### src/rtl/pipe_fixed_point_sqrt.sv
// Fully pipelined fixed-point square root using a restoring bit-serial integer sqrt.
// One operand enters per clock. The result leaves WOI+WOF+2 clocks later, rounded or
// truncated to WOF fraction bits and saturated to the output format.
module pipe_fixed_point_sqrt #(
  parameter int WII   = 8,
  parameter int WIF   = 8,
  parameter int WOI   = 8,
  parameter int WOF   = 8,
  parameter int ROUND = 1
) (
  input  logic                 clk,
  input  logic                 rst,
  input  logic [WII+WIF-1:0]   in,
  output logic [WOI+WOF-1:0]   out,
  output logic                 overflow
);

  localparam int WI   = WII + WIF;
  localparam int WO   = WOI + WOF;
  // Root fraction bits: one guard bit when rounding.
  localparam int F    = WOF + ((ROUND != 0) ? 1 : 0);
  // Integer root bits needed for any input magnitude: ceil((WII-1)/2)+1.
  localparam int RI   = WII / 2 + 1;
  localparam int NB   = RI + F;
  // Iteration stages are fixed by the latency. Each stage resolves BPS root bits.
  // The root is widened with leading integer bits up to S*BPS. Those bits are
  // always zero, so they do not change the value.
  localparam int S    = WOI + WOF;
  localparam int BPS  = (NB + S - 1) / S;
  localparam int NBP  = S * BPS;
  localparam int RADW = 2 * NBP;
  localparam int REMW = NBP + 2;
  localparam int SHL  = (2 * F > WIF) ? 2 * F - WIF : 0;
  localparam int SHR  = (2 * F > WIF) ? 0 : WIF - 2 * F;
  localparam int CW   = ((NBP > WO) ? NBP : WO) + 2;

  localparam logic [WO-1:0] MAX = {1'b0, {(WO-1){1'b1}}};

  typedef struct packed {
    logic [RADW-1:0] rad;
    logic [REMW-1:0] rem;
    logic [NBP-1:0]  root;
  } iter_t;

  // BPS restoring iterations. Each one consumes the top two radicand bits and
  // produces one root bit.
  function automatic iter_t sqrt_step(input logic [RADW-1:0] rad,
                                      input logic [REMW-1:0] rem,
                                      input logic [NBP-1:0]  root);
    iter_t r;
    logic [REMW-1:0] cand;
    logic [REMW-1:0] trial;
    r.rad  = rad;
    r.rem  = rem;
    r.root = root;
    for (int unsigned b = 0; b < BPS; b++) begin
      cand  = {r.rem[REMW-3:0], r.rad[RADW-1 -: 2]};
      trial = {r.root, 2'b01};
      r.rad = r.rad << 2;
      if (cand >= trial) begin
        r.rem  = cand - trial;
        r.root = {r.root[NBP-2:0], 1'b1};
      end else begin
        r.rem  = cand;
        r.root = {r.root[NBP-2:0], 1'b0};
      end
    end
    return r;
  endfunction

  logic [RADW-1:0] rad0;
  logic [RADW-1:0] rad0_q;
  logic [S:0]      neg_q;
  iter_t           st_q [1:S];
  iter_t           nxt  [1:S];
  logic [CW-1:0]   rounded;
  logic [WO-1:0]   out_d;
  logic            ovf_d;

  // Align |in| so that the radicand has exactly 2*F fraction bits. A negative
  // input feeds a zero radicand.
  always_comb begin
    rad0 = '0;
    if (!in[WI-1]) begin
      if (SHL > 0) rad0 = RADW'(in[WI-2:0]) << SHL;
      else         rad0 = RADW'(in[WI-2:0] >> SHR);
    end
  end

  // Combinational work for each root-bit stage.
  always_comb begin
    nxt[1] = sqrt_step(rad0_q, '0, '0);
    for (int unsigned s = 2; s <= S; s++) begin
      nxt[s] = sqrt_step(st_q[s-1].rad, st_q[s-1].rem, st_q[s-1].root);
    end
  end

  // Pipeline registers: the aligned radicand and sign, then one register per iteration stage.
  always_ff @(posedge clk or posedge rst) begin
    if (rst) begin
      rad0_q <= '0;
      neg_q  <= '0;
      for (int unsigned s = 1; s <= S; s++) st_q[s] <= '0;
    end else begin
      rad0_q <= rad0;
      neg_q  <= {neg_q[S-1:0], in[WI-1]};
      for (int unsigned s = 1; s <= S; s++) st_q[s] <= nxt[s];
    end
  end

  // Round by adding in the guard bit and then dropping it. Then clamp negatives
  // and saturate above MAX.
  always_comb begin
    rounded = CW'(st_q[S].root);
    if (ROUND != 0) rounded = (rounded + CW'(1)) >> 1;
    out_d = WO'(rounded);
    ovf_d = 1'b0;
    if (neg_q[S]) begin
      out_d = '0;
    end else if (rounded > CW'(MAX)) begin
      out_d = MAX;
      ovf_d = 1'b1;
    end
  end

  // Output register.
  always_ff @(posedge clk or posedge rst) begin
    if (rst) begin
      out      <= '0;
      overflow <= 1'b0;
    end else begin
      out      <= out_d;
      overflow <= ovf_d;
    end
  end

endmodule

### config.mk
export PLATFORM = sky130hd
export DESIGN_NAME = pipe_fixed_point_sqrt
export DESIGN_NICKNAME = d
export VERILOG_FILES = /design/src/rtl/pipe_fixed_point_sqrt.sv
export SDC_FILE = /design/constraint.sdc
export NUM_CORES = 1
export LEC_CHECK = 0
export ABC_AREA = 1
export CAP_MARGIN = 10
export CORE_MARGIN = 1
export CORE_UTILIZATION = 50
export DETAILED_ROUTE_END_ITERATION = 8
export GPL_TIMING_DRIVEN = 0
export PLACE_DENSITY = 0.68
export SETUP_SLACK_MARGIN = 0.2
export SLEW_MARGIN = 30
export SYNTH_ARGS = -nofsm -noshare
export SYNTH_HDL_FRONTEND = slang
export SYNTH_SLANG_ARGS = --single-unit
### constraint.sdc
create_clock -name clk -period 13.8 [get_ports clk]
set_clock_uncertainty 0.05 [all_clocks]
set_input_delay 2.76 -clock clk [delete_from_list [all_inputs] [get_ports clk]]
set_output_delay 2.76 -clock clk [all_outputs]
set_load 0.02 [all_outputs]
Word level (Yosys, flattened, before mapping):

Cells that the tools add are included.

* register bits after elaboration: 786
* bits of input ports: 18
* output and inout bits: 17

* add/sub/neg operators: 16
* order comparisons: 17
* multiplexer cells: 21

Operator list (count)
* 32-bit 2-to-1 mux: 15
* 18-bit greater-or-equal comparator: 15
* 16-bit subtractor: 14
* 16-bit 2-to-1 mux: 2
* 25-bit 2-to-1 mux: 1
* 16-bit by 1-bit adder with 17-bit output, second input constant: 1
* 16-bit by 15-bit > comparator with 1-bit output, second input constant: 1
* 1-bit 2-to-1 mux: 3
* 2-bit by 1-bit greater-or-equal comparator with 1-bit output, both inputs constant: 1
* 1-bit by 1-bit subtractor with 2-bit output, both inputs constant: 1

Depth between registers and ports, before layout:

Gate-level depths: netlist of the first run.

* word-level depth: 4
* depth in mapped cells: 13
* depth with buffers taken out: 13

Worst setup path after synthesis of the first run:

OpenSTA, ideal clock, no wires.

* path kind: input-to-reg
* from: in in[15]
* to: reg rad0_q[14]
* setup time: 0.132 ns
* data arrival time: 3.077 ns
* required time: 13.618 ns
* slack: 10.541 ns
* stages: 2
* buffers on the path: 1
* cell sequence: clkbuf_1 -> nor2_1

* longest elaborated chain between the ends: 1

RTL lines
* start: declaration: line 13 `input logic [WII+WIF-1:0] in,`
* 25-bit 2-to-1 mux: line 84 `if (!in[WI-1]) begin`
* net rad0[14]: line 71 `logic [RADW-1:0] rad0;`
* end signal: assignment: line 105 `rad0_q <= rad0;`
* end: declaration: line 72 `logic [RADW-1:0] rad0_q;`

The timed path passes the listed nets, and every way through them passes these cells.

Worst setup path in the final report of the first run:

* from: reg out[1]
* to: out out[1]

RTL lines
* start: declaration: line 14 `output logic [WOI+WOF-1:0] out,`
* start signal: assignment: line 132 `out <= out_d;`

No word-level cell between the ends.

==> results_dict.tcl, run 1 <==
set metrics [dict create \
    dieArea_sq_um 37100 \
    reg2reg_depth 9 \
    antenna_found_initial 0 \
    timing.fmax_ghz 0.233 \
    grt.total_usage_pct 20.8 \
    cp_max_fo 1 \
    drive_gt1_share_pct 7.48 \
    cp_slowest_cell "clkdlybuf4s50_1" \
    grt-ovfl-total 0 \
    totalPowerFinal_w 0.00378 \
    finalCritPeriodShare_pct 31.1 \
    drv_slew 0 \
    start_util_pct 50.9 \
    clkTransAtPathRegs_ns 0.06 \
    grt_pass1_wl_mm 61.3 \
    die_y_um 193 \
    seq_area_frac_synth_pct 54.5 \
    io_buffer_count 30 \
    p_leak_nw 11.0 \
    cts_max_level 2 \
    start_kind "register" \
    powerDensity_nw_per_um2 182 \
    avgSynthCellArea_sq_um 8.82 \
    clkSinkCount 395 \
    period_minus_slack_ns 4.30 \
    grt_max_degree 33 \
    rrSetupSlack_ns 11.52 \
    yosys.area.top_type "dfrtp_1" \
    peakVddDrop_mv 0.111 \
    cpPeakStageDelay_ns 0.60 \
    wl_mm 35.9 \
    gp_congestion 0.888 \
    io_pins 35 \
    synthFlopType "dfrtp_1" \
    path_delay_family "buffers and inverters" \
    synthTopCellsByArea "dfrtp_1, nand2_1, inv_1, ha_1, nand3_1" \
    relSlewSlack_pct 66.2 \
    insertion_delay_ns 0.56 \
    num_rows 69 \
    drtAntennaViolNets 0 \
    hold_end "nxt[919]" \
    insertedDiodeCount 0 \
    worstHoldStart "nxt[983]" \
    critPathArrivalTime_ns 1.49 \
    failed_checks "design-rule violations" \
    synthCells 2058 \
    drc 2 \
    worstHoldPathCells 0 \
    numCtsBuffers 42 \
    status "complete, but fails checks" \
    routedWlPerCell_um 13.6 \
    finalNonFillerCells 2641 \
    maxCapViolations 0 \
    coreArea_sq_um 35700 \
    setup_viol_count_final 0 \
    hpwl_mm 27.8 \
    die_w_um 193 \
    synth_cell_types 46 \
    rsz0062_at_grt "no" \
    async_flop_share_pct 100 \
    crit_chain "clkdlybuf4s50_1" \
    clock_path_buffers 3 \
    synth_seq_cells 395 \
    reg2reg_to "st_q[225]" \
    layout.nets 2261 \
    hold_class "reg2reg" \
    synth_area_sq_um 18200 \
    vias 13030 \
    ctsRootBufferMaster "clkbuf_16" \
    cts_resized 0 \
    grt_pass1_vias 12913 \
    r2r_start "st_q[281]" \
    hold_violations 0 \
    synth_most_common_cell "nand2_1" \
    dp_cells 2567 \
    postCtsSetupBuffers 0 \
    crit_type "reg2out" \
    routed_via_density 4.93 \
    path_buf_inv 1 \
    crit_required_ns 10.99 \
    firstDrtPassIters 7 \
    syn_to_final_growth_pct 14.6 \
    ys_warn_count 0 \
    synth_top_area_share_pct 54.5 \
    cts_tree "done" \
    drt-initial-drc-count 678 \
    holdBufCountCts 0 \
    synth_common_cells "nand2_1, dfrtp_1, inv_1" \
    crit_path_end_kind "output pin" \
    synth_edf_count 0 \
    worst_pin_slew_ns 0.501 \
    fin_tns_setup_ns 0 \
]
where the power goes:
group          switching [W]  internal [W]
sequential          0.000153       0.00138
clock               0.000456      0.000677
combinational       0.000713      0.000403
state kept, by name (all words and copies together) (netlist names):
signal and cells:
st_q 264, nxt 86, neg_q 17, rad0_q 15, out 13
layer usage:
| metal | routed length [um] | GRT usage [%] | up-vias |
|---|---|---|---|
| li1 | - | - | 6594 |
| met5 | 0 | 0 | - |
| met1 | 16300 | 26.9 | 6127 |
| met4 | 1060 | 8.06 | 0 |
| met3 | 1310 | 3.16 | 77 |
| met2 | 17200 | 35.3 | 232 |
cell families (layout without fill, tap and decap cells):
kind of cell / Yosys count / count (layout) / synth area share (%)
flip-flops: 395 / 395 / 54.5
AND/OR/NAND/NOR: 986 / 986 / 23.1
other: 1 / 4 / 0.0207
buffers and inverters: 362 / 481 / 7.97
AO/OA/AOI/OAI: 164 / 164 / 5.11
adder cells (fa/ha/maj): 93 / 93 / 6.58
XOR/XNOR: 57 / 57 / 2.75
per-stage QoR:
step | hold slack (ns) | setup WS (ns) | area [sq um] | utilization (%)
2_1_floorplan | 0.281 | 5.67 | 18200 | -
3_3_place_gp | 0.282 | 3.51 | 19000 | 53.4
3_5_place_dp | 0.285 | 9.28 | 19400 | 54.4
4_1_cts | 0.288 | 9.46 | 20800 | 58.3
5_1_grt | 0.297 | 9.44 | 20800 | 58.3
6_report | 0.287 | 9.50 | 20800 | 58.3
how the worst max path moves through the flow:
stage                     depth (start not counted)  slack, ns         to  startpoint
after CTS                                         1       9.46     out[1]      out[1]
after detailed placement                          7       9.28   neg_q[6]         rst
after global placement                            2       3.51  st_q[426]         rst
final                                             1       9.50     out[1]      out[1]
after floorplan                                   1       5.67   neg_q[0]         rst
after global routing                              1       9.44    out[12]     out[12]
cells in the final DEF (no fill, tap or decap), types with 9 or more instances in the layout:
master             n
a21oi_1           76
a21oi_2           12
buf_12             9
clkbuf_16         42
clkdlybuf4s50_1   30
clkinv_2          10
dfrtp_1          395
ha_1              89
inv_1            337
nand2_1          568
nand2_2           12
nand3_1          138
nand3b_1           9
nand4_1           31
nor2_1           174
nor3_1            25
o21ai_0           42
o21ai_1           11
xnor2_1           17
xor2_1            40
layout make-up:
cell class | count | area, sq um
Buffer | 20 | 161
Clock buffer | 48 | 1110
Sequential cell | 395 | 9880
Tap cell | 461 | 577
Inverter | 342 | 1290
Fill cell | 3107 | 14900
Timing Repair Buffer | 45 | 646
Clock inverter | 26 | 300
Multi-Input combinational cell | 1304 | 6830
No activity file was read; power rests on OpenSTA's default activity.
==> run 2: changes to the inputs <==
- PLACE_DENSITY: 0.68 -> 0.65
- clock period: 13.8 -> 4.1 ns (I/O delays scaled with it)
==> run 2 against run 1 <==
  * The flow still finishes with violations (design-rule violations)
  * Clock power grew to 3.5 times the previous value
  * Worst hold slack gained 0.0061 ns
  * Non-clock buffer count is the same
  * Highest routed layer unchanged
==> results_dict.tcl, run 2 (synthesized netlist as in run 1, its figures left out) <==
set metrics [dict create \
    status "complete, but fails checks" \
    failed_checks "design-rule violations" \
    relSlewSlack_pct 57.3 \
    top_register "st_q" \
    wl_mm 36.0 \
    clkSinkCount 395 \
    peakVddDrop_mv 0.355 \
    cts_max_level 2 \
    place_ws_ns 1.34 \
    ctsRootBufferMaster "clkbuf_16" \
    holdBufCountCts 0 \
    timing.fmax_ghz 0.424 \
    critPathArrivalTime_ns 1.49 \
    path_buf_inv 1 \
    place_area_sq_um 19400 \
    hold_class "reg2reg" \
    crit_required_ns 3.23 \
    dieArea_sq_um 37100 \
    powerDensity_nw_per_um2 616 \
    die_y_um 193 \
    multiInputGateArea_sq_um 6830 \
    whs_ns 0.294 \
    routed_via_density 4.90 \
    hold_violations 0 \
    firstDrtPassIters 9 \
    grt_pass1_wl_mm 61.3 \
    cts_tree "done" \
    syn_to_final_growth_pct 15.0 \
    drc 4 \
    utilization_pct 58.5 \
    crit_path_end_kind "output pin" \
    cp_slowest_cell "clkdlybuf4s50_1" \
    setup_viol_count_final 0 \
    drive_gt1_share_pct 7.28 \
    path_delay_family "buffers and inverters" \
    period_minus_slack_ns 2.36 \
    numCtsBuffers 42 \
    start_kind "register" \
    final_cell_area_sq_um 20900 \
    layout_common_cells "nand2_1, dfrtp_1, inv_1" \
    cts_resized 0 \
    insertion_delay_ns 0.56 \
    num_rows 69 \
    die_w_um 193 \
    drtAntennaViolNets 0 \
    drv_slew 0 \
    hpwl_mm 27.9 \
    clkTransAtPathRegs_ns 0.06 \
    grt_max_degree 33 \
    seqCellArea_sq_um 9880 \
    fin_ws_ns 1.74 \
    io_pins 35 \
    drt-initial-drc-count 773 \
    crit_type "reg2out" \
    grt_pass1_vias 12833 \
    grt.total_usage_pct 20.8 \
    maxCapViolations 0 \
    final_common_cell "nand2_1" \
    antenna_found_initial 0 \
    clock_path_buffers 3 \
    layout.nets 2261 \
    dp_cells 2567 \
    gp_congestion 0.873 \
    grt-ovfl-total 0 \
    routedWlPerCell_um 13.6 \
    insertedDiodeCount 0 \
    vias 12951 \
    finalNonFillerCells 2645 \
    postCtsSetupBuffers 0 \
    cpPeakStageDelay_ns 0.60 \
    nFillCells 3098 \
    finalCritPeriodShare_pct 57.5 \
    coreArea_sq_um 35700 \
    largest_reg_flops 264 \
    rsz0062_at_grt "no" \
    start_util_pct 50.9 \
    worst_pin_slew_ns 0.639 \
    p_leak_nw 11.0 \
    crit_chain "clkdlybuf4s50_1" \
    io_buffer_count 30 \
    cp_max_fo 1 \
]
[run 2: layer usage]
metal  wire length, um  part of all wire [%]  vias to the layer above  track usage [%]
li1                  -                     -                     6601                -
met1             16600                    46                     6082             27.5
met2             17200                    48                      206             35.3
met3              1230                   3.4                       62             2.76
met4               938                   2.6                        0             7.33
met5                 0                     0                        -                0
[run 2: worst paths after layout]
kind                       startpoint   endpoint  slack [ns]  cells after the start
setup reg to reg            st_q[265]  st_q[225]        1.80                     10
max in group asynchronous         rst  st_q[357]        1.99                      7
min in group asynchronous         rst     out[2]        0.65                      2
setup / recovery               out[0]     out[0]        1.74                      1
hold / removal               nxt[656]   nxt[592]        0.29                      0
hold reg to reg              nxt[656]   nxt[592]        0.29                      0
[run 2: worst reg2reg max path: cells and delay by family (launching register included)]
kind                     cells  cell delay [ns]
AND/OR/NAND/NOR              3             0.39
XOR/XNOR                     1             0.15
buffers and inverters        3             0.18
AO/OA/AOI/OAI                1             0.45
adder cells (fa/ha/maj)      2             0.63
flip-flops                   1             0.38
[run 2: cell type report]
| type | instances | share of cell area (%) |
|---|---|---|
| Multi-Input combinational cell | 1304 | 32.7 |
| Clock inverter | 18 | 1.32 |
| Timing Repair Buffer | 45 | 3.06 |
| Sequential cell | 395 | 47.4 |
| Inverter | 342 | 6.18 |
| Tap cell | 461 | 2.76 |
| Clock buffer | 60 | 5.80 |
| Buffer | 20 | 0.773 |
[run 2: report_power, final]
group          internal [W]  total, W  switching (W)
logic               0.00136   0.00373        0.00237
clock network       0.00245   0.00396        0.00151
registers           0.00464   0.00517       0.000524
[run 2: stage by stage]
| stage | total power, W | setup TNS, ns |
|---|---|---|
| 6_report | 0.0129 | 0 |
| 2_1_floorplan | 0.00792 | -823.90 |
| 3_3_place_gp | 0.00887 | -1693.47 |
| 3_5_place_dp | 0.00895 | 0 |
| 5_1_grt | 0.0138 | 0 |
| 4_1_cts | 0.0130 | 0 |
